===== src/rtl/stage_sequencer.sv =====
// Stage sequencer: walks the enabled datapath stages for a configured number of
// rounds, framing each run with a load strobe, a write strobe and a ready pulse.
module stage_sequencer #(
   parameter int unsigned NUM_STAGES = 5,
   parameter int unsigned RND_W      = 5,
   parameter int unsigned TO_W       = 10
) (
   input  logic                  clk,
   input  logic                  rst,
   input  logic                  start,
   input  logic                  abort,
   input  logic [RND_W-1:0]      rounds_cfg,
   input  logic [NUM_STAGES-1:0] stage_mask,
   input  logic [NUM_STAGES-1:0] stage_ready,
   output logic [NUM_STAGES-1:0] stage_start,
   output logic                  ld_fr,
   output logic                  ld_fw,
   output logic [RND_W-1:0]      round_idx,
   output logic                  busy,
   output logic                  ready,
   output logic                  error
);

   typedef enum logic [2:0] {StIdle, StLoad, StIssue, StWait, StWrite, StDone} state_e;

   localparam logic [NUM_STAGES-1:0] StageOne = NUM_STAGES'(1);
   localparam logic [RND_W-1:0]      RndOne   = RND_W'(1);
   localparam logic [TO_W-1:0]       ToOne    = TO_W'(1);
   // Last WAIT cycle before timeout: counter value 2^TO_W-2 is the 2^TO_W-1'th cycle.
   localparam logic [TO_W-1:0]       ToLast   = ~ToOne;

   state_e                  state_q, state_d;
   logic [NUM_STAGES-1:0]   mask_q, mask_d;
   logic [NUM_STAGES-1:0]   sel_q, sel_d;
   logic [RND_W-1:0]        rounds_q, rounds_d;
   logic [RND_W-1:0]        round_q, round_d;
   logic [TO_W-1:0]         to_q, to_d;
   logic                    err_q, err_d;
   logic [NUM_STAGES-1:0]   lowest_en, above_en, next_en;

   // Stage selection as one-hot: isolate lowest enabled stage, and lowest enabled above sel_q.
   always_comb begin
      lowest_en = mask_q & (~mask_q + StageOne);
      above_en  = mask_q & ~(sel_q | (sel_q - StageOne));
      next_en   = above_en & (~above_en + StageOne);
   end

   // Next-state logic; abort overrides everything, including register updates.
   always_comb begin
      state_d  = state_q;
      mask_d   = mask_q;
      sel_d    = sel_q;
      rounds_d = rounds_q;
      round_d  = round_q;
      to_d     = to_q;
      err_d    = err_q;
      if (abort && (state_q != StIdle)) begin
         state_d = StIdle;
      end else begin
         unique case (state_q)
            StIdle: begin
               if (start) begin
                  mask_d   = stage_mask;
                  rounds_d = rounds_cfg;
                  round_d  = '0;
                  err_d    = 1'b0;
                  state_d  = StLoad;
               end
            end
            StLoad: begin
               if ((mask_q == '0) || (rounds_q == '0)) begin
                  state_d = StWrite;
               end else begin
                  sel_d   = lowest_en;
                  state_d = StIssue;
               end
            end
            StIssue: begin
               to_d    = '0;
               state_d = StWait;
            end
            StWait: begin
               if ((stage_ready & sel_q) != '0) begin
                  if (next_en != '0) begin
                     sel_d   = next_en;
                     state_d = StIssue;
                  end else if (round_q == (rounds_q - RndOne)) begin
                     state_d = StWrite;
                  end else begin
                     round_d = round_q + RndOne;
                     sel_d   = lowest_en;
                     state_d = StIssue;
                  end
               end else if (to_q == ToLast) begin
                  err_d   = 1'b1;
                  state_d = StIdle;
               end else begin
                  to_d = to_q + ToOne;
               end
            end
            StWrite: state_d = StDone;
            StDone:  state_d = StIdle;
            default: state_d = StIdle;
         endcase
      end
   end

   // State and datapath registers.
   always_ff @(posedge clk or posedge rst) begin
      if (rst) begin
         state_q  <= StIdle;
         mask_q   <= '0;
         sel_q    <= '0;
         rounds_q <= '0;
         round_q  <= '0;
         to_q     <= '0;
         err_q    <= 1'b0;
      end else begin
         state_q  <= state_d;
         mask_q   <= mask_d;
         sel_q    <= sel_d;
         rounds_q <= rounds_d;
         round_q  <= round_d;
         to_q     <= to_d;
         err_q    <= err_d;
      end
   end

   // Moore outputs decoded from state and registers only.
   always_comb begin
      stage_start = (state_q == StIssue) ? sel_q : '0;
      ld_fr       = (state_q == StLoad);
      ld_fw       = (state_q == StWrite);
      ready       = (state_q == StDone);
      busy        = (state_q != StIdle);
      round_idx   = round_q;
      error       = err_q;
   end

endmodule


===== config.mk =====
export PLATFORM = sky130hd
export DESIGN_NAME = stage_sequencer
export DESIGN_NICKNAME = d
export VERILOG_FILES = /design/src/rtl/stage_sequencer.sv
export SDC_FILE = /design/constraint.sdc
export NUM_CORES = 1
export LEC_CHECK = 0
export ABC_AREA = 1
export BUFFER_PORTS_ARGS = -buffer_cell sky130_fd_sc_hd__buf_2
export CORE_MARGIN = 2
export CORE_UTILIZATION = 45
export CTS_CLUSTER_SIZE = 24
export DETAILED_ROUTE_END_ITERATION = 10
export GPL_TIMING_DRIVEN = 1
export PLACE_DENSITY = 0.71
export SLEW_MARGIN = 20
export SYNTH_ARGS = -nofsm -noshare
export SYNTH_HDL_FRONTEND = slang
export SYNTH_SLANG_ARGS = --single-unit

===== constraint.sdc =====
create_clock -name clk -period 2.2 [get_ports clk]
set_input_delay 0.11 -clock clk [delete_from_list [all_inputs] [get_ports clk]]
set_output_delay 0.11 -clock clk [all_outputs]
set_load 0.01 [all_outputs]

==> metrics.txt, run 1 <==
status finished, final reports clean; Max-Slew Margin vs Limit 66.9%; global route total overflow 0; most common cell in the netlist nand2_1; layout cells sized above 1 19.7%; critical path cell sequence inv_1 -> ha_1 -> inv_1 -> nand2_1 -> nand2_1 -> nor2_1 -> nand3_1 -> nor2_1 -> nand3_2 -> nand2_2 -> nand2_4 -> nand2_4 -> nand2_1 -> nand2_1; synth top area cells dfrtp_1 37%, nand2_1 16%, inv_1 7.0%; DR vias/cell 4.88; WP data arrival 2010 ps; die area 0.00568 mm2; fin util 54.2%; EDFF count, synth 0; maxcap violations 0; vias in the first global route 1834; Crit path largest cell delay 360 ps; Seq cells post-synth 34; total CTS buffers 5; drt wl/cell 11.5 um; pwr dens 1180 mW/mm2; CP delay by family, top simple AND/OR/NAND/NOR gates; Slew @ Worst Pin 492 ps; # Post-CTS Setup Buffers 0; Ports 34; Synth Instances 319; antenna violations before repair 0; largest net degree at the start of global routing 35; CTS root buffer clkbuf_8; Fmax achieved 559 MHz; ys flop type dfrtp_1; clk buf depth 2; Final Skew 2.95 ps; Worst-Skew Late Latency 280 ps; area of the mapped netlist 0.00229 mm2; post-detail-place hpwl 3.73 mm; CP Depth 14; Initial Util 47.6%; drt total wl 4.88 mm; most numerous cell on the critical path nand2_1; CP Buf/Inv Count 2; Die X 75.4 um; Tot GR Track Use 19.1%; routability cong. 0.815; nets@finish 380; maximum vdd drop 0.574 mV; hold buffer count at CTS 1; Final Setup Violations 0; Critical Path RT 2420 ps; CP Class flip-flop to flip-flop; IO Port Bufs 33; core area 0.00482 mm2; clock tree sinks 34; CP Launch Type flip-flop; total power draw 3.08 mW; period utilization 81.3%; WHS Path Cells 3; global-route wire length before repair 8.30 mm; drt initial violations 86; H-tree levels 2; Post-synth top cells 98 x nand2_1, 43 x inv_1, 34 x dfrtp_1; remaining antenna violation count 0; RSZ-0062 raised after global routing no; Post-Syn Area per Cell 7.19 um2; die height 75.4 um; crit path time final 1790 ps; Slowest cell on crit path dfrtp_1; post-route setup TNS 0 ps; design area 0.00261 mm2; fin. max-slew vios 0; top-area cell type share of the netlist area 37.1%; Clock Pin Slew Worst Setup and Hold Paths 70 ps; Async SR Flop Fraction 100%; DR DRC count 0; register area share after synthesis 37.1%; via count 2063; yosys warns 0; Ant. Diodes 0; first-pass iteration count of the detailed router 5; row count 25; Synth area leader dfrtp_1; synth unique cells 33; post-CTS sizing 0; CTS tree built; class of the tightest hold or removal check input pin to flip-flop; CP max FO 6; FF-to-FF path depth 14; synthesis-to-finish area growth 14.0%; final hold viol count 0; Leak 1.35 nW; filler cell count 509; DP Area 0.00252 mm2; CP endpoint kind flip-flop; Syn Nets 342
tightest hold or removal path, stage by stage:
cell     delay, ps
buf_2           70
nand2_1         40
o21ai_0         60
metal layers:
metal	part of all wire, %	GRT usage, %
met5	0	0
met4	1.2	5.65
met3	5.0	4.37
met2	44	29.3
met1	50	27.1
kinds of logic after synthesis:
group | Yosys count | share of synthesized area (%)
and+or+nand+nor | 191 | 41.5
buffers and inverters | 57 | 10.4
DFF | 34 | 37.1
AOI/OAI and AO/OA | 29 | 7.26
xor gates and xnor gates | 4 | 1.53
adders and majority gates | 4 | 2.18
registers in the layout, summed over array words and instances (netlist names):
signal / flops
to_q: 10
round_idx: 5
sel_q: 5
rounds_q: 5
mask_q: 5
error: 1
state_q: 3
through the flow:
stage | instances | hold slack, ps | worst slack, ps
floorplan | 319 | 231 | 602
finish | 423 | 32.3 | 412
global route | 423 | 37.2 | 143
global placement | 416 | 231 | 493
detailed placement | 416 | 234 | 417
CTS | 423 | 33.9 | 402
layout make-up:
cell class	count	area, um2	share of cell area, %
Multi-Input combinational cell	228	1200	46.0
Sequential cell	34	851	32.6
Inverter	52	203	7.76
Timing Repair Buffer	36	190	7.28
Tap cell	67	83.8	3.21
Clock buffer	6	82.6	3.16
power breakdown:
part | switching (mW) | internal, mW | leakage (nW)
Sequential | 0.185 | 0.813 | 0.447
Clock | 0.212 | 0.241 | 0.0431
Combinational | 1.10 | 0.532 | 0.861
Total | 1.49 | 1.59 | 1.35
worst paths after layout:
kind                            slack (ps)     endpoint     startpoint
worst max-delay path                   410     sel_q[3]    rounds_q[0]
max in group asynchronous             1430      to_q[0]            rst
min in group asynchronous              460     sel_q[3]            rst
worst min-delay path                    30  rounds_q[3]  rounds_cfg[3]
worst max register to register         410     sel_q[3]    rounds_q[0]
worst min register to register         510     sel_q[1]       sel_q[1]
layout by cell type (no fill, tap or decap), drive strengths merged:
cell	Yosys	final
dfrtp	34	34
dlygate4sd3	0	1
clkinv	1	1
ha	4	4
nor3	7	7
o21bai	1	1
nand3	29	29
buf	4	35
nand4	12	12
nor4	2	2
o22ai	2	2
inv	51	51
nand3b	2	2
xor2	3	3
o31ai	2	2
xnor2	1	1
nand2	103	103
o21ai	17	17
clkbuf	1	6
a21oi	7	7
nor2	36	36
Power figures use the tool's default switching activity.
==> run 2, diff against run 1 <==
- ABC_AREA: 1 -> 0
- PLACE_DENSITY: 0.71 -> 0.75
- clock period: 2.2 -> 1.6 ns (I/O delays scaled with it)
==> metrics.txt, run 2 <==
filler cell count 291 (was 509); drt wl/cell 15.9 um (was 11.5 um); Async SR Flop Fraction 100% (unchanged); CP delay by family, top simple AND/OR/NAND/NOR gates (unchanged); layout cells sized above 1 45.3% (was 19.7%); Max-Slew Margin vs Limit 70.9% (was 66.9%); post-detail-place hpwl 3.77 mm (was 3.73 mm); Slowest cell on crit path dfrtp_1 (unchanged); status finished, violations left (was finished, final reports clean); final hold viol count 0 (unchanged); antenna violations before repair 0 (unchanged); top-area cell type share of the netlist area 42.0% (was 37.1%); class of the tightest hold or removal check input pin to flip-flop (unchanged); CP Class flip-flop to flip-flop (unchanged); synth top area cells dfrtp_1 42%, nand2_1 6.7%, xnor2_1 4.8% (was dfrtp_1 37%, nand2_1 16%, inv_1 7.0%); area of the mapped netlist 0.00203 mm2 (was 0.00229 mm2); Initial Util 46.5% (was 47.6%); RSZ-0062 raised after global routing yes (was no); crit path time final 2010 ps (was 1790 ps); register area share after synthesis 42.0% (was 37.1%); Fmax achieved 499 MHz (was 559 MHz); core area 0.00435 mm2 (was 0.00482 mm2); FF-to-FF path depth 9 (was 14); Leak 1.55 nW (was 1.35 nW); IO Port Bufs 33 (unchanged); Clock Pin Slew Worst Setup and Hold Paths 60 ps (was 70 ps); drt initial violations 138 (was 86); post-route setup TNS -7220 ps (was 0 ps); row count 24 (was 25); fin. max-slew vios 0 (unchanged); Crit path largest cell delay 380 ps (was 360 ps); global-route wire length before repair 9.47 mm (was 8.30 mm); most common cell after layout, fill and taps aside buf_4 (was nand2_1); Ports 34 (unchanged); Slew @ Worst Pin 437 ps (was 492 ps); synthesis-to-finish area growth 54.8% (was 14.0%); Syn Nets 247 (was 342); most frequent cells in the layout 53 x buf_4, 34 x dfrtp_1, 33 x nand2_1, 33 x buf_2, 18 x nor2_1 (was 98 x nand2_1, 43 x inv_1, 34 x dfrtp_1); CP Launch Type flip-flop (unchanged); CP max FO 5 (was 6); Min Hold Slack 9.59 ps (was 32.3 ps); max reg flops 10 (unchanged); largest reg by FF count to_q (unchanged); DR DRC count 0 (unchanged); WP data arrival 2180 ps (was 2010 ps); Ant. Diodes 0 (unchanged); total CTS buffers 5 (unchanged); ys flop type dfrtp_1 (unchanged); most common cell in the netlist nand2_1 (unchanged); remaining antenna violation count 0 (unchanged); critical path cell sequence inv_2 -> ha_4 -> nor3b_4 -> xnor2_2 -> nor4_4 -> buf_4 -> nor3_4 -> a21oi_1 -> a31o_2 (was inv_1 -> ha_1 -> inv_1 -> nand2_1 -> nand2_1 -> nor2_1 -> nand3_1 -> nor2_1 -> nand3_2 -> nand2_2 -> nand2_4 -> nand2_4 -> nand2_1 -> nand2_1); DR vias/cell 5.40 (was 4.88); Worst-Skew Late Latency 290 ps (was 280 ps); slack of the worst reg-to-reg path -410 ps (was 410 ps); clk buf depth 2 (unchanged); WHS Path Cells 3 (unchanged); EDFF count, synth 0 (unchanged); fin util 72.0% (was 54.2%); pwr dens 1570 mW/mm2 (was 1180 mW/mm2); reg-to-reg startpoint rounds_q[1] (was rounds_q[0]); routability cong. 0.841 (was 0.815); Critical Path RT 1770 ps (was 2420 ps); violated checks negative setup slack; H-tree levels 2 (unchanged); maxcap violations 0 (unchanged); die area 0.00505 mm2 (was 0.00568 mm2); Synth Instances 224 (was 319); CTS root buffer clkbuf_8 (unchanged); first-pass iteration count of the detailed router 4 (was 5); reg2reg end round_idx[2] (was sel_q[3]); largest net degree at the start of global routing 35 (unchanged); maximum vdd drop 1.01 mV (was 0.574 mV); via count 2048 (was 2063); yosys warns 0 (unchanged); Synth area leader dfrtp_1 (unchanged); CP endpoint kind flip-flop (unchanged); drt total wl 6.03 mm (was 4.88 mm); vias in the first global route 2031 (was 1834); PnR worst setup slack -405 ps (was 412 ps); global route total overflow 0 (unchanged); die height 71.1 um (was 75.4 um); Post-Syn Area per Cell 9.04 um2 (was 7.19 um2); Post-synth top cells 36 x nand2_1, 34 x dfrtp_1, 19 x nor2_1 (was 98 x nand2_1, 43 x inv_1, 34 x dfrtp_1); Die X 71.1 um (was 75.4 um); synth unique cells 46 (was 33); hold path start rounds_cfg[0] (was rounds_cfg[3]); Tot GR Track Use 24.0% (was 19.1%); Final Skew 5.86 ps (was 2.95 ps); CP Buf/Inv Count 2 (unchanged); clock tree sinks 34 (unchanged); period utilization 125% (was 81.3%); Final Setup Violations 23 (was 0); nets@finish 349 (was 380); Hold Crit Endpoint rounds_q[0] (was rounds_q[3]); Seq cells post-synth 34 (unchanged); CTS tree built (unchanged)
[run 2: cell count changes after synthesis, moves of 9 or more]
cell / previous run / this run
xnor2_1: 1 / 11
nand2_1: 98 / 36
inv_1: 43 / 12
nor2_1: 28 / 19
nand3_1: 26 / 5
[run 2: logic make-up after synthesis]
| group | Yosys count | synth area share (%) |
|---|---|---|
| AOI/OAI and AO/OA | 29 | 9.02 |
| muxes | 8 | 4.14 |
| adders and majority gates | 4 | 2.47 |
| DFF | 34 | 42.0 |
| buffers and inverters | 21 | 4.94 |
| xor gates and xnor gates | 18 | 7.78 |
| and+or+nand+nor | 110 | 29.6 |
[run 2: cell type report]
| type | instances | area, um2 | share of cell area, % |
|---|---|---|---|
| Clock buffer | 7 | 86.3 | 2.75 |
| Sequential cell | 34 | 851 | 27.1 |
| Clock inverter | 1 | 5.00 | 0.160 |
| Timing Repair Buffer | 104 | 763 | 24.3 |
| Tap cell | 52 | 65.1 | 2.08 |
| Multi-Input combinational cell | 169 | 1320 | 42.1 |
| Inverter | 12 | 45.0 | 1.44 |
[run 2: how the worst max path moves through the flow]
stage / slack, ps / cells past startpoint / endpoint / start
finish: -410 / 9 / round_idx[2] / rounds_q[1]
global route: -500 / 9 / round_idx[2] / rounds_q[0]
CTS: -340 / 9 / round_idx[0] / rounds_q[1]
detailed placement: -380 / 9 / round_idx[0] / rounds_q[1]
global placement: -340 / 9 / round_idx[3] / rounds_q[1]
floorplan: -410 / 8 / sel_q[4] / rounds_q[0]
[run 2: what timing repair did]
item,in CTS,in global routing
endpoints found under the setup margin,28,30
gates cloned,0,0
buffers inserted,5,3
endpoints found under the hold margin,42,0
gates resized for setup,25,17
hold buffers,9,0
pin swaps,13,10
[run 2: worst reg2reg max path: cells and delay by family, from the launching register on]
family | cells | cell delay (ps)
xor+xnor | 1 | 170
fa+ha+maj | 1 | 150
simple gates | 3 | 590
flops | 1 | 380
buf+inv | 2 | 260
compound gates | 2 | 340
[run 2: layer usage]
layer	global-route usage [%]	wire length, um	up-vias
li1	-	-	967
met1	29.6	2520	988
met2	41.2	3060	71
met3	4.84	291	22
met4	9.85	162	0
met5	0	0	-
[run 2: stage by stage]
stage / setup WS (ps) / total power [mW] / cells / instance area [um2]
floorplan: -414 / 2.74 / 224 / 2110
CTS: -337 / 4.65 / 376 / 3030
detailed placement: -382 / 3.68 / 355 / 2690
global route: -503 / 5.21 / 379 / 3140
finish: -405 / 4.91 / 379 / 3140
global placement: -339 / 3.59 / 355 / 2690
[run 2: power breakdown]
| part | internal, mW | switching [mW] |
|---|---|---|
| registers | 1.10 | 0.250 |
| logic | 1.47 | 1.45 |
| clock network | 0.347 | 0.300 |
